==> src/rtl/rcc_dom_rst_clk_seq_if.sv <==
// Control/status bundle between the RCC vcore domain sequencer and its neighbours
// (system clock/reset controller and register file).
interface rcc_dom_rst_clk_seq_if;
  logic pwr_rdy;
  logic sw_rst_req;
  logic stop_req;
  logic rst_flag_clr;
  logic dom_rst_n;
  logic dom_clk_en;
  logic dom_rdy;
  logic busy;
  logic rst_flag;

  modport master (
    output pwr_rdy, sw_rst_req, stop_req, rst_flag_clr,
    input  dom_rst_n, dom_clk_en, dom_rdy, busy, rst_flag
  );

  modport slave (
    input  pwr_rdy, sw_rst_req, stop_req, rst_flag_clr,
    output dom_rst_n, dom_clk_en, dom_rdy, busy, rst_flag
  );
endinterface

==> src/rtl/rcc_dom_rst_clk_seq.sv <==
// Per-domain reset/clock sequencer: hold reset, release, delay, enable clock;
// stop-mode gating with retention and immediate shutdown on power loss.
//
// state    | meaning
// ---------+------------------------------------------------------------
// OFF      | no domain power; reset asserted, clock gated
// RST_HOLD | domain reset held for RST_DURATION cycles
// CLK_WAIT | reset released, waiting CLK_ON_DELAY cycles before clock on
// RUN      | domain out of reset and clocked
// STOP     | clock gated, reset released, domain state retained
module rcc_dom_rst_clk_seq #(
  parameter int RST_DURATION = 10,
  parameter int CLK_ON_DELAY = 8,
  parameter int CNT_W        = 8
) (
  input  logic                 clk,
  input  logic                 rst_n,
  rcc_dom_rst_clk_seq_if.slave dom
);

  typedef enum logic [2:0] {
    OFF      = 3'd0,
    RST_HOLD = 3'd1,
    CLK_WAIT = 3'd2,
    RUN      = 3'd3,
    STOP     = 3'd4
  } state_t;

  localparam logic [CNT_W-1:0] HOLD_LOAD = CNT_W'(RST_DURATION - 1);
  localparam logic [CNT_W-1:0] WAIT_LOAD = CNT_W'(CLK_ON_DELAY - 1);
  localparam logic [CNT_W-1:0] CNT_ONE   = CNT_W'(1);

  state_t           state_q, state_d;
  logic [CNT_W-1:0] cnt_q, cnt_d;
  logic             rst_n_q, rst_n_d;
  logic             clk_en_q, clk_en_d;
  logic             rdy_q, rdy_d;
  logic             busy_q, busy_d;
  logic             flag_q, flag_d;
  logic             hold_entry;

  // Next state and counter; power loss outranks everything, then sw reset.
  always_comb begin
    state_d = state_q;
    cnt_d   = cnt_q;
    if (!dom.pwr_rdy) begin
      state_d = OFF;
      cnt_d   = '0;
    end else begin
      case (state_q)
        OFF: begin
          state_d = RST_HOLD;
          cnt_d   = HOLD_LOAD;
        end
        RST_HOLD: begin
          if (dom.sw_rst_req) begin
            cnt_d = HOLD_LOAD;
          end else if (cnt_q == '0) begin
            state_d = CLK_WAIT;
            cnt_d   = WAIT_LOAD;
          end else begin
            cnt_d = cnt_q - CNT_ONE;
          end
        end
        CLK_WAIT: begin
          if (dom.sw_rst_req) begin
            state_d = RST_HOLD;
            cnt_d   = HOLD_LOAD;
          end else if (cnt_q == '0) begin
            state_d = RUN;
          end else begin
            cnt_d = cnt_q - CNT_ONE;
          end
        end
        RUN: begin
          if (dom.sw_rst_req) begin
            state_d = RST_HOLD;
            cnt_d   = HOLD_LOAD;
          end else if (dom.stop_req) begin
            state_d = STOP;
          end
        end
        STOP: begin
          if (dom.sw_rst_req) begin
            state_d = RST_HOLD;
            cnt_d   = HOLD_LOAD;
          end else if (!dom.stop_req) begin
            state_d = RUN;
          end
        end
        default: begin
          state_d = OFF;
          cnt_d   = '0;
        end
      endcase
    end
  end

  // A restart inside RST_HOLD counts as a new sequence for the sticky flag.
  assign hold_entry = (state_d == RST_HOLD) &&
                      ((state_q != RST_HOLD) || dom.sw_rst_req);

  always_comb begin
    rst_n_d  = 1'b0;
    clk_en_d = 1'b0;
    rdy_d    = 1'b0;
    busy_d   = 1'b0;
    case (state_d)
      RST_HOLD: busy_d = 1'b1;
      CLK_WAIT: begin
        rst_n_d = 1'b1;
        busy_d  = 1'b1;
      end
      RUN: begin
        rst_n_d  = 1'b1;
        clk_en_d = 1'b1;
        rdy_d    = 1'b1;
      end
      STOP:    rst_n_d = 1'b1;
      default: rst_n_d = 1'b0;
    endcase
  end

  always_comb begin
    flag_d = flag_q;
    if (dom.rst_flag_clr) flag_d = 1'b0;
    if (hold_entry)       flag_d = 1'b1;
  end

  always_ff @(posedge clk or negedge rst_n) begin
    if (!rst_n) begin
      state_q  <= OFF;
      cnt_q    <= '0;
      rst_n_q  <= 1'b0;
      clk_en_q <= 1'b0;
      rdy_q    <= 1'b0;
      busy_q   <= 1'b0;
      flag_q   <= 1'b0;
    end else begin
      state_q  <= state_d;
      cnt_q    <= cnt_d;
      rst_n_q  <= rst_n_d;
      clk_en_q <= clk_en_d;
      rdy_q    <= rdy_d;
      busy_q   <= busy_d;
      flag_q   <= flag_d;
    end
  end

  assign dom.dom_rst_n  = rst_n_q;
  assign dom.dom_clk_en = clk_en_q;
  assign dom.dom_rdy    = rdy_q;
  assign dom.busy       = busy_q;
  assign dom.rst_flag   = flag_q;

endmodule

==> src/flat_wrapper.sv <==
// flat-port wrapper written by rule: the top's interface ports become plain ports
module rcc_dom_rst_clk_seq_flat 
#(
  parameter int RST_DURATION = 10,
  parameter int CLK_ON_DELAY = 8,
  parameter int CNT_W        = 8
)
  (clk, rst_n, dom_pwr_rdy, dom_sw_rst_req, dom_stop_req, dom_rst_flag_clr, dom_dom_rst_n, dom_dom_clk_en, dom_dom_rdy, dom_busy, dom_rst_flag);
  rcc_dom_rst_clk_seq_if dom_i ();
  input  logic clk;
  input  logic rst_n;
  input wire logic [$bits(dom_i.pwr_rdy)-1:0] dom_pwr_rdy;
  input wire logic [$bits(dom_i.sw_rst_req)-1:0] dom_sw_rst_req;
  input wire logic [$bits(dom_i.stop_req)-1:0] dom_stop_req;
  input wire logic [$bits(dom_i.rst_flag_clr)-1:0] dom_rst_flag_clr;
  output wire logic [$bits(dom_i.dom_rst_n)-1:0] dom_dom_rst_n;
  output wire logic [$bits(dom_i.dom_clk_en)-1:0] dom_dom_clk_en;
  output wire logic [$bits(dom_i.dom_rdy)-1:0] dom_dom_rdy;
  output wire logic [$bits(dom_i.busy)-1:0] dom_busy;
  output wire logic [$bits(dom_i.rst_flag)-1:0] dom_rst_flag;
  assign dom_i.pwr_rdy = dom_pwr_rdy;
  assign dom_i.sw_rst_req = dom_sw_rst_req;
  assign dom_i.stop_req = dom_stop_req;
  assign dom_i.rst_flag_clr = dom_rst_flag_clr;
  assign dom_dom_rst_n = dom_i.dom_rst_n;
  assign dom_dom_clk_en = dom_i.dom_clk_en;
  assign dom_dom_rdy = dom_i.dom_rdy;
  assign dom_busy = dom_i.busy;
  assign dom_rst_flag = dom_i.rst_flag;
  rcc_dom_rst_clk_seq #(.RST_DURATION(RST_DURATION), .CLK_ON_DELAY(CLK_ON_DELAY), .CNT_W(CNT_W)) u_core (.clk(clk), .rst_n(rst_n), .dom(dom_i));
endmodule
==> config.mk <==
export PLATFORM = sky130hd
export DESIGN_NAME = rcc_dom_rst_clk_seq_flat
export DESIGN_NICKNAME = d
export VERILOG_FILES = /design/src/rtl/rcc_dom_rst_clk_seq_if.sv /design/src/rtl/rcc_dom_rst_clk_seq.sv /design/src/flat_wrapper.sv
export SDC_FILE = /design/constraint.sdc
export NUM_CORES = 1
export LEC_CHECK = 0
export ABC_AREA = 1
export BUFFER_PORTS_ARGS = -buffer_cell sky130_fd_sc_hd__buf_2
export CAP_MARGIN = 15
export CORE_MARGIN = 2
export CORE_UTILIZATION = 32
export CTS_CLUSTER_SIZE = 14
export DETAILED_ROUTE_END_ITERATION = 6
export PLACE_DENSITY = 0.53
export SYNTH_ARGS = -nofsm -noshare
export SYNTH_HDL_FRONTEND = slang
export SYNTH_SLANG_ARGS = --single-unit
export TNS_END_PERCENT = 30
==> constraint.sdc <==
create_clock -name clk -period 2.9 [get_ports clk]
set_input_delay 0.145 -clock clk [delete_from_list [all_inputs] [get_ports clk]]
set_output_delay 0.145 -clock clk [all_outputs]
set_load 0.01 [all_outputs]
==> results.txt, run 1 <==
run status = finished clean
signed area change from the synthesized netlist to the final layout = 12.3%
highest ir drop seen on vdd = 0.239 mV
total core area = 3030 um^2
overall fraction of global-route tracks in use = 15.1%
clock root buffer = sky130_fd_sc_hd__clkbuf_4
portion of the clock cycle consumed by the worst path in the final layout = 52.2%
wire length after detailed routing = 2180 um
final setup slack of the worst path = 1390 ps
Critical Path Slowest Stage Cell = sky130_fd_sc_hd__dfrtp_1
cells along the critical path = inv_1 -> ha_1 -> nand2_2 -> nor2_8 -> nand2_1 -> o21ai_1 -> inv_1 -> nand2_1 -> inv_2 -> nand2_1 -> nand2_1
clock insertion delay at the later pin of the skew report = 290 ps
via-per-instance ratio = 4.65
synthesized instance count = 144
maximum fanout along the worst path = 7
longest individual stage delay on the worst path = 390 ps
number of nets with antenna violations after detailed routing = 0
Netlist cell types = 26
worst clock skew = 4.65 ps
power density over the cells = 490 nW/um^2
Rows = 20
Worst EP required = 3090 ps
worst slew margin relative to its limit = 76.1%
transition time of the tightest slew-check pin = 359 ps
effective utilization at floorplan = 33.5%
worst min-delay path category = primary input to flop
final-layout setup total negative slack = 0 ps
area of the multi-input gates = 532 um^2
final number of hold-violating endpoints = 0
WL per Instance = 10.9 um
Post-Place Setup Slack = 1400 ps
die footprint = 3630 um^2
die width = 60.3 um
die outline height = 60.3 um
first-pass GRT wire length = 4030 um
unrepaired setup endpoints after global routing = false
# H-tree levels = 1
ratio of cells with drive above 1 in the final layout = 17.3%
clock sink total = 15
number of iterations in the first detailed-routing pass = 4
Slew Viols, Final = 0
Filler Cells Inserted = 321
flop and latch count out of synthesis = 15
count of pins on the block boundary = 11
kind of critical path = flop to flop
count of routing violations after the opening detailed-route iteration = 15
Post-Synthesis Cell Area = 1010 um^2
routability cong. = 0.863
clock buffer depth = 2
fin nets = 165
total CTS buffers = 3
antenna violations before repair = 0
FF+latch area = 375 um^2
buffers and inverters on the worst path = 3
worst hold-check slack = 85.8 ps
estimated wirelength of the detail-placed design = 1730 um
number of nets produced by synthesis = 152
number of I/O port buffers = 10
post-synthesis sequential area ratio = 37.0%
setup-violating endpoint count in the final report = 0
Crit path max-delay family = simple AND/OR/NAND/NOR gates
Ant. Diodes = 0
most numerous cell on the critical path = sky130_fd_sc_hd__nand2_1
static leakage power = 0.618 nW
maximum number of pins on one net before global-route repair = 16
time the worst path needs with I/O delays and setup = 1510 ps
Clock transition at path regs = 100 ps
number of cells upsized or downsized after cts = 0
number of maximum-capacitance constraint violations = 0
CP Capture Type = flop
CTS tree = yes
global-route congestion overflow total = 0
Highest Clock Rate = 660 MHz
number of DRC violations after detailed routing = 0
number of global-route vias before repair = 915
synthesized area divided by synthesized cell count = 7.04 um^2
WP data arrival = 1700 ps
vias post-DR = 930
kind of start point of the critical path = flop
Ys Warns = 0
final core occ = 37.6%
## where the power goes
part / internal (W) / total, W / leakage (nW) / switching [W]
Sequential: 0.000227 / 0.000243 / 0.199 / 0.0000161
Combinational: 0.0000677 / 0.000191 / 0.400 / 0.000124
Clock: 0.0000512 / 0.000124 / 0.0177 / 0.0000724
## state kept, by name, indices dropped and copies added, names as in the netlist
| register | flops |
|---|---|
| u_core.dom.rst_flag | 1 |
| u_core.dom.dom_rst_n | 1 |
| u_core.state_q | 3 |
| u_core.cnt_q | 8 |
| u_core.dom.busy | 1 |
| u_core.dom.dom_clk_en | 1 |
## per-layer routing
layer  track usage [%]  routed length [um]
met1              19.7                1000
met2              24.1                1060
met3              3.03                  82
met4              6.67                  36
met5                 0                   0
## timing repair
action / 4_1_cts / 5_1_grt
hold endpoints to repair: 15 / 0
setup buffers: 0 / 0
hold buffers: 1 / 0
## through the flow
step           std cells  power, W  cell area (um^2)
2_1_floorplan        144  0.000394              1010
3_3_place_gp         195  0.000438              1100
4_1_cts              200  0.000565              1140
3_5_place_dp         195  0.000438              1100
6_report             200  0.000558              1140
5_1_grt              200  0.000606              1140
## layout make-up
cell class / instances / area share [%]
repair buffers: 11 / 5.27
multi-input cells: 103 / 46.7
flip-flops and latches: 15 / 33.0
clock buffers: 3 / 1.98
inverters: 23 / 7.80
clock inverters: 1 / 0.440
well taps: 44 / 4.84
## worst min-delay path: stages
cell and delay [ps]:
sky130_fd_sc_hd__buf_2 80, sky130_fd_sc_hd__inv_1 30, sky130_fd_sc_hd__nand2_1 50, sky130_fd_sc_hd__nand2_1 50
## final timing paths
path	slack (ps)	from	depth (start not counted)	endpoint
max reg2reg	1390	u_core.cnt_q[0]	11	u_core.cnt_q[1]
max in group asynchronous	2340	rst_n	2	u_core.state_q[0]
max	1390	u_core.cnt_q[0]	11	u_core.cnt_q[1]
min in group asynchronous	300	rst_n	2	u_core.cnt_q[2]
min reg2reg	500	u_core.dom.rst_flag	2	u_core.dom.rst_flag
min	90	dom_rst_flag_clr	4	u_core.dom.rst_flag
## cell families after synthesis
kind of cell	after synthesis	synth area share, %
buf+inv	26	10.5
simple gates	83	40.4
xor+xnor	1	0.864
flops	15	37.0
fa+ha+maj	2	2.47
compound gates	17	8.77
## cells in the mapped netlist, drive strengths merged
cell | n | share of area (%)
inv | 22 | 8.4
buf | 3 | 1.7
o31ai | 1 | 0.74
a31oi | 1 | 0.62
nor2 | 18 | 9.5
nand4 | 4 | 2.5
nand3 | 11 | 7.2
clkinv | 1 | 0.37
nor3 | 2 | 0.99
dfrtp | 15 | 37
xor2 | 1 | 0.86
o21ai | 9 | 4.4
nand2 | 48 | 20
ha | 2 | 2.5
a21oi | 6 | 3.0
## cell usage in the layout (no fill, tap or decap), types with 2 or more instances in the layout
cell type                  count
sky130_fd_sc_hd__buf_2        10
sky130_fd_sc_hd__ha_1          2
sky130_fd_sc_hd__nor3_1        2
sky130_fd_sc_hd__nand2_1      44
sky130_fd_sc_hd__o21ai_0       4
sky130_fd_sc_hd__nand2_4       3
sky130_fd_sc_hd__nor2_2        2
sky130_fd_sc_hd__dfrtp_1      15
sky130_fd_sc_hd__a21oi_1       6
sky130_fd_sc_hd__inv_1        19
sky130_fd_sc_hd__clkbuf_4      3
sky130_fd_sc_hd__nand3_1       9
sky130_fd_sc_hd__nor2_1       14
sky130_fd_sc_hd__inv_2         2
sky130_fd_sc_hd__o21ai_1       5
sky130_fd_sc_hd__nand4_1       4
Power figures use the tool's default switching activity.
==> inputs of run 2 (changes only) <==
- PLACE_DENSITY: 0.53 -> 0.54
- clock period: 2.9 -> 1.3 ns (I/O delays scaled with it)
==> results.txt, run 2 (same netlist as run 1, synthesis figures left out) <==
antenna violations before repair = 0 (unchanged)
Filler Cells Inserted = 308 (-4.0%)
portion of the clock cycle consumed by the worst path in the final layout = 113% (+61 points)
total CTS buffers = 3 (unchanged)
routability cong. = 0.850 (-1.5%)
total core area = 3030 um^2 (unchanged)
transition time of the tightest slew-check pin = 397 ps (+38.3 ps)
CTS tree = yes
setup slack of the worst register-to-register path = -170 ps (-1550 ps)
Highest Clock Rate = 681 MHz (+3.2%)
cell-internal power = 0.000896 W (+160%)
Seq pwr share = 37.3% (-6.2 points)
Slew Viols, Final = 0 (unchanged)
WL per Instance = 11.1 um (+2.1%)
kind of critical path = flop to flop
clock buffer depth = 2 (unchanged)
global-route layer with the greatest usage = met2
worst clock skew = 7.83 ps (+3.17 ps)
number of global-route vias before repair = 934 (+2.1%)
die width = 60.3 um (unchanged)
worst min-delay path category = primary input to flop
power density over the cells = 1050 nW/um^2 (+110%)
number of iterations in the first detailed-routing pass = 4 (unchanged)
Post-Place Setup Slack = -139 ps (-1540 ps)
capture point of the worst path = u_core.cnt_q[2]
number of DRC violations after detailed routing = 0 (unchanged)
longest individual stage delay on the worst path = 410 ps (+20 ps)
static leakage power = 0.733 nW (+19%)
Rows = 20 (unchanged)
biggest registers after layout = u_core.cnt_q (8), u_core.state_q (3)
estimated wirelength of the detail-placed design = 1890 um (+9.1%)
Most flops, register = u_core.cnt_q
highest ir drop seen on vdd = 0.669 mV (+180%)
vias post-DR = 990 (+6.5%)
Critical Path Slowest Stage Cell = sky130_fd_sc_hd__dfrtp_1
run status = finished, violations left
worst slew margin relative to its limit = 73.5% (-2.6 points)
final number of hold-violating endpoints = 0 (unchanged)
clock power share = 20.4% (-1.8 points)
maximum number of pins on one net before global-route repair = 16 (unchanged)
Worst EP required = 1490 ps (-1600 ps)
clock sink total = 15 (unchanged)
number of I/O port buffers = 10 (unchanged)
met2 Use GR = 25.3% (+1.2 points)
fin nets = 186 (+13%)
kind of start point of the critical path = flop
clock insertion delay at the later pin of the skew report = 300 ps (about the same)
unrepaired setup endpoints after global routing = true
wire length after detailed routing = 2460 um (+13%)
time the worst path needs with I/O delays and setup = 1470 ps (-46.9 ps)
effective utilization at floorplan = 33.5% (unchanged)
number of nets with antenna violations after detailed routing = 0 (unchanged)
signed area change from the synthesized netlist to the final layout = 35.4%
global-route congestion overflow total = 0 (unchanged)
CP Capture Type = flop
via-per-instance ratio = 4.48 (-3.7%)
relative contribution of combinational cells to total power = 42.3% (+8.0 points)
overall fraction of global-route tracks in use = 15.7% (+0.55 points)
setup-violating endpoint count in the final report = 14 (+14)
commonest cells after routing, fill and taps aside = sky130_fd_sc_hd__nand2_1, sky130_fd_sc_hd__buf_4, sky130_fd_sc_hd__inv_1
switching power = 0.000550 W (+160%)
most numerous cell on the critical path = sky130_fd_sc_hd__nand2_4
number of maximum-capacitance constraint violations = 0 (unchanged)
cells along the critical path = inv_2 -> ha_4 -> nand2_4 -> nor2_8 -> nand3_4 -> nand2_4 -> inv_6 -> o21ai_1 -> a21oi_1
depth of the worst register-to-register path = 9 (-2)
Ant. Diodes = 0 (unchanged)
met3 Use GR = 4.55% (+1.5 points)
worst reg2reg path startpoint = u_core.cnt_q[1]
count of routing violations after the opening detailed-route iteration = 28 (+13)
worst hold-check slack = 124 ps (+37.9 ps)
violated checks = negative setup slack
maximum fanout along the worst path = 6 (-1)
# H-tree levels = 1 (unchanged)
final setup slack of the worst path = -167 ps (-1550 ps)
first-pass GRT wire length = 4140 um (+2.8%)
ratio of cells with drive above 1 in the final layout = 36.7% (+19 points)
critical register-to-register path endpoint = u_core.cnt_q[2]
share of total power consumed by net switching = 38.0% (about the same)
most common cell after layout, fill and taps aside = sky130_fd_sc_hd__nand2_1
GRT met1 Usage = 20.5% (+0.82 points)
flip-flop count of the largest register, all copies and words added = 8 (unchanged)
die outline height = 60.3 um (unchanged)
FF+latch area = 375 um^2 (unchanged)
Worst setup startpoint = u_core.cnt_q[1]
clock root buffer = sky130_fd_sc_hd__clkbuf_4
die footprint = 3630 um^2 (unchanged)
WP data arrival = 1650 ps (-50 ps)
area of the multi-input gates = 601 um^2 (+13%)
Clock transition at path regs = 110 ps (about the same)
count of pins on the block boundary = 11 (unchanged)
## run 2: cell count changes in the layout (fill, tap and decap cells not counted), sizes merged
cell,delta
buf,+20
clkinv,-1
clkinvlp,+1
dlygate4sd3,+1
## run 2: critical path, delay by kind of cell (launching register included)
| kind | cells | cell delay [ps] |
|---|---|---|
| compound gates | 2 | 160 |
| flops | 1 | 410 |
| simple gates | 4 | 470 |
| buf+inv | 2 | 150 |
| fa+ha+maj | 1 | 150 |
## run 2: cell type report
type / count / area share (%)
clock buffer: 3 / 1.64
clock inverter: 1 / 0.547
inverter: 23 / 6.65
multi-input combinational: 103 / 43.8
sequential: 15 / 27.3
tap: 44 / 4.01
timing repair buffer: 32 / 16.0
## run 2: per-layer routing
| layer | vias to the layer above | wire, um |
|---|---|---|
| met1 | 451 | 1150 |
| li1 | 523 | - |
| met4 | 0 | 18 |
| met3 | 2 | 84 |
| met5 | - | 0 |
| met2 | 14 | 1200 |
## run 2: power groups by stage
stage	clock network [W]	registers (W)	logic, W
6_report	0.000295	0.000539	0.000612
5_1_grt	0.000325	0.000542	0.000688
4_1_cts	0.000314	0.000537	0.000590
3_5_place_dp	0	0.000546	0.000566
3_3_place_gp	0	0.000545	0.000563
2_1_floorplan	0	0.000552	0.000346
## run 2: repair_timing
action | in CTS | in global routing
setup buffers | 1 | 0
pin swaps | 1 | 8
endpoints found under the setup margin | 14 | 14
gates resized for setup | 6 | 9
hold endpoints to repair | 16 | 0
hold buffers | 2 | 0
## run 2: worst min path at each step
| stage | start | end | slack, ps | cells past startpoint |
|---|---|---|---|---|
| 3_5_place_dp | rst_n | u_core.cnt_q[7] | 5 | 1 |
| 4_1_cts | dom_stop_req | u_core.state_q[2] | 110 | 5 |
| 6_report | dom_stop_req | u_core.state_q[2] | 120 | 5 |
| 5_1_grt | dom_stop_req | u_core.state_q[2] | 140 | 5 |
| 3_3_place_gp | rst_n | u_core.cnt_q[7] | -0.02 | 1 |
| 2_1_floorplan | rst_n | u_core.cnt_q[0] | -230 | 0 |
## run 2: through the flow
step	area (um^2)	TNS [ps]	total power [W]	cells	utilization, %
after floorplan	1030	0	0.000898	144	-
after global placement	1260	-1120	0.00111	214	41.7
after detailed placement	1260	-1290	0.00111	214	41.7
after CTS	1340	-1130	0.00144	221	44.1
after global routing	1370	-3000	0.00156	221	45.3
final	1370	-1650	0.00145	221	45.3
==> inputs of run 3 (changes only) <==
- SETUP_SLACK_MARGIN: default -> 0.4
==> results.txt, run 3 (same netlist as run 1, synthesis figures left out) <==
run status = finished, violations left
violated checks = negative setup slack
count of routing violations after the opening detailed-route iteration = 24 (-14%)
kind of critical path = flop to flop
maximum number of pins on one net before global-route repair = 16 (unchanged)
total CTS buffers = 3 (unchanged)
number of I/O port buffers = 10 (unchanged)
wire length after detailed routing = 2680 um (+9.0%)
vias post-DR = 1009 (+1.9%)
Power, Total = 0.00142 W (-1.6%)
clock root buffer = sky130_fd_sc_hd__clkbuf_4
final setup slack of the worst path = -125 ps (+42.6 ps)
power density over the cells = 1030 nW/um^2 (-2.4%)
number of global-route vias before repair = 1000 (+7.1%)
die outline height = 60.3 um (unchanged)
final number of hold-violating endpoints = 0 (unchanged)
die width = 60.3 um (unchanged)
highest ir drop seen on vdd = 0.527 mV (-21%)
maximum fanout along the worst path = 6 (unchanged)
global-route congestion overflow total = 0 (unchanged)
number of iterations in the first detailed-routing pass = 4 (unchanged)
Most flops, register = u_core.cnt_q
Placed Cells incl. Taps = 210 (-1.9%)
kind of start point of the critical path = flop
static leakage power = 0.749 nW (+2.1%)
WL per Instance = 12.2 um (+9.5%)
via-per-instance ratio = 4.59 (+2.4%)
unrepaired setup endpoints after global routing = true
Ant. Diodes = 0 (unchanged)
worst slew margin relative to its limit = 73.7% (+0.20 points)
fin nets = 185 (-0.54%)
transition time of the tightest slew-check pin = 394 ps (-2.93 ps)
worst clock skew = 4.59 ps (-3.23 ps)
portion of the clock cycle consumed by the worst path in the final layout = 110% (-3.3 points)
number of nets with antenna violations after detailed routing = 0 (unchanged)
Slew Viols, Final = 0 (unchanged)
worst min-delay path category = primary input to flop
effective utilization at floorplan = 33.5% (unchanged)
Cell Area, Placed = 1240 um^2 (-2.2%)
die footprint = 3630 um^2 (unchanged)
WP data arrival = 1610 ps (-40 ps)
Clock transition at path regs = 100 ps (about the same)
final non-filler cell total = 220 (-0.45%)
# H-tree levels = 1 (unchanged)
routability cong. = 0.844 (-0.75%)
biggest registers after layout = u_core.cnt_q (8), u_core.state_q (3)
flip-flop count of the largest register, all copies and words added = 8 (unchanged)
setup-violating endpoint count in the final report = 14 (unchanged)
antenna violations before repair = 0 (unchanged)
clock sink total = 15 (unchanged)
total core area = 3030 um^2 (unchanged)
CTS tree = yes
CP Capture Type = flop
Worst EP required = 1490 ps (about the same)
number of maximum-capacitance constraint violations = 0 (unchanged)
time the worst path needs with I/O delays and setup = 1420 ps (-42.6 ps)
count of pins on the block boundary = 11 (unchanged)
clock buffer depth = 2 (unchanged)
final standard cell area without fillers = 1380 um^2 (+0.82%)
number of DRC violations after detailed routing = 0 (unchanged)
clock insertion delay at the later pin of the skew report = 290 ps (about the same)
Post-Place Setup Slack = -96.8 ps (+42.4 ps)
Rows = 20 (unchanged)
ratio of cells with drive above 1 in the final layout = 39.8% (+3.0 points)
overall fraction of global-route tracks in use = 16.9% (+1.2 points)
signed area change from the synthesized netlist to the final layout = 36.5%
first-pass GRT wire length = 4500 um (+8.6%)
most common cell after layout, fill and taps aside = sky130_fd_sc_hd__nand2_1
Highest Clock Rate = 702 MHz (+3.0%)
commonest cells after routing, fill and taps aside = sky130_fd_sc_hd__nand2_1, sky130_fd_sc_hd__buf_4, sky130_fd_sc_hd__inv_1
estimated wirelength of the detail-placed design = 1960 um (+3.6%)
## run 3: worst max-delay path: stages (launching register included)
cell	delay [ps]
sky130_fd_sc_hd__dfrtp_1	400
sky130_fd_sc_hd__inv_2	110
sky130_fd_sc_hd__ha_4	150
sky130_fd_sc_hd__nand2_4	60
sky130_fd_sc_hd__nor2_8	150
sky130_fd_sc_hd__nand2_4	70
sky130_fd_sc_hd__o21ai_2	120
sky130_fd_sc_hd__inv_1	60
sky130_fd_sc_hd__nand2_2	70
sky130_fd_sc_hd__inv_2	40
sky130_fd_sc_hd__nand2_1	50
sky130_fd_sc_hd__nand2_1	50
## run 3: through the flow
step                      util [%]  TNS (ps)  hold WS [ps]
after CTS                     43.8     -1230           150
after global routing          45.7     -2630           187
after global placement        40.8      -433         -10.2
after floorplan                  -         0          -231
final                         45.7     -1230           153
after detailed placement      40.8      -892         -7.17
## run 3: per-layer routing
| metal | share of wire (%) | global-route usage [%] |
|---|---|---|
| met5 | 0 | 0 |
| met4 | 1.0 | 5.71 |
| met3 | 3.4 | 1.95 |
| met2 | 53 | 28.3 |
| met1 | 43 | 22.5 |
## run 3: report_power, final
part / total [W] / internal (W) / switching [W]
Clock: 0.000276 / 0.000114 / 0.000162
Sequential: 0.000539 / 0.000506 / 0.0000330
Combinational: 0.000607 / 0.000255 / 0.000352
Total: 0.00142 / 0.000875 / 0.000547
## run 3: path summary, 6_finish.rpt
check,from,end,slack (ps),cells past startpoint
worst max register to register,u_core.cnt_q[0],u_core.cnt_q[1],-120,11
max in group asynchronous,rst_n,u_core.cnt_q[0],830,2
worst min register to register,u_core.dom.rst_flag,u_core.dom.rst_flag,500,2
worst max-delay path,u_core.cnt_q[0],u_core.cnt_q[1],-120,11
worst min-delay path,dom_sw_rst_req,u_core.cnt_q[1],150,4
min in group asynchronous,rst_n,u_core.dom.rst_flag,210,2
## run 3: timing repair
| item | 4_1_cts | 5_1_grt |
|---|---|---|
| setup buffers | 3 | 1 |
| hold endpoints to repair | 16 | 0 |
| pin swaps | 9 | 7 |
| setup endpoints to repair | 16 | 18 |
| hold buffers | 2 | 0 |
| gates resized for setup | 6 | 15 |
## run 3: cell type report
| class | instances | area [um^2] |
|---|---|---|
| Clock buffer | 3 | 22.5 |
| Clock inverter | 1 | 5.00 |
| Fill cell | 320 | 1640 |
| Inverter | 23 | 91.3 |
| Multi-Input combinational cell | 103 | 622 |
| Sequential cell | 15 | 375 |
| Tap cell | 44 | 55.1 |
| Timing Repair Buffer | 31 | 213 |
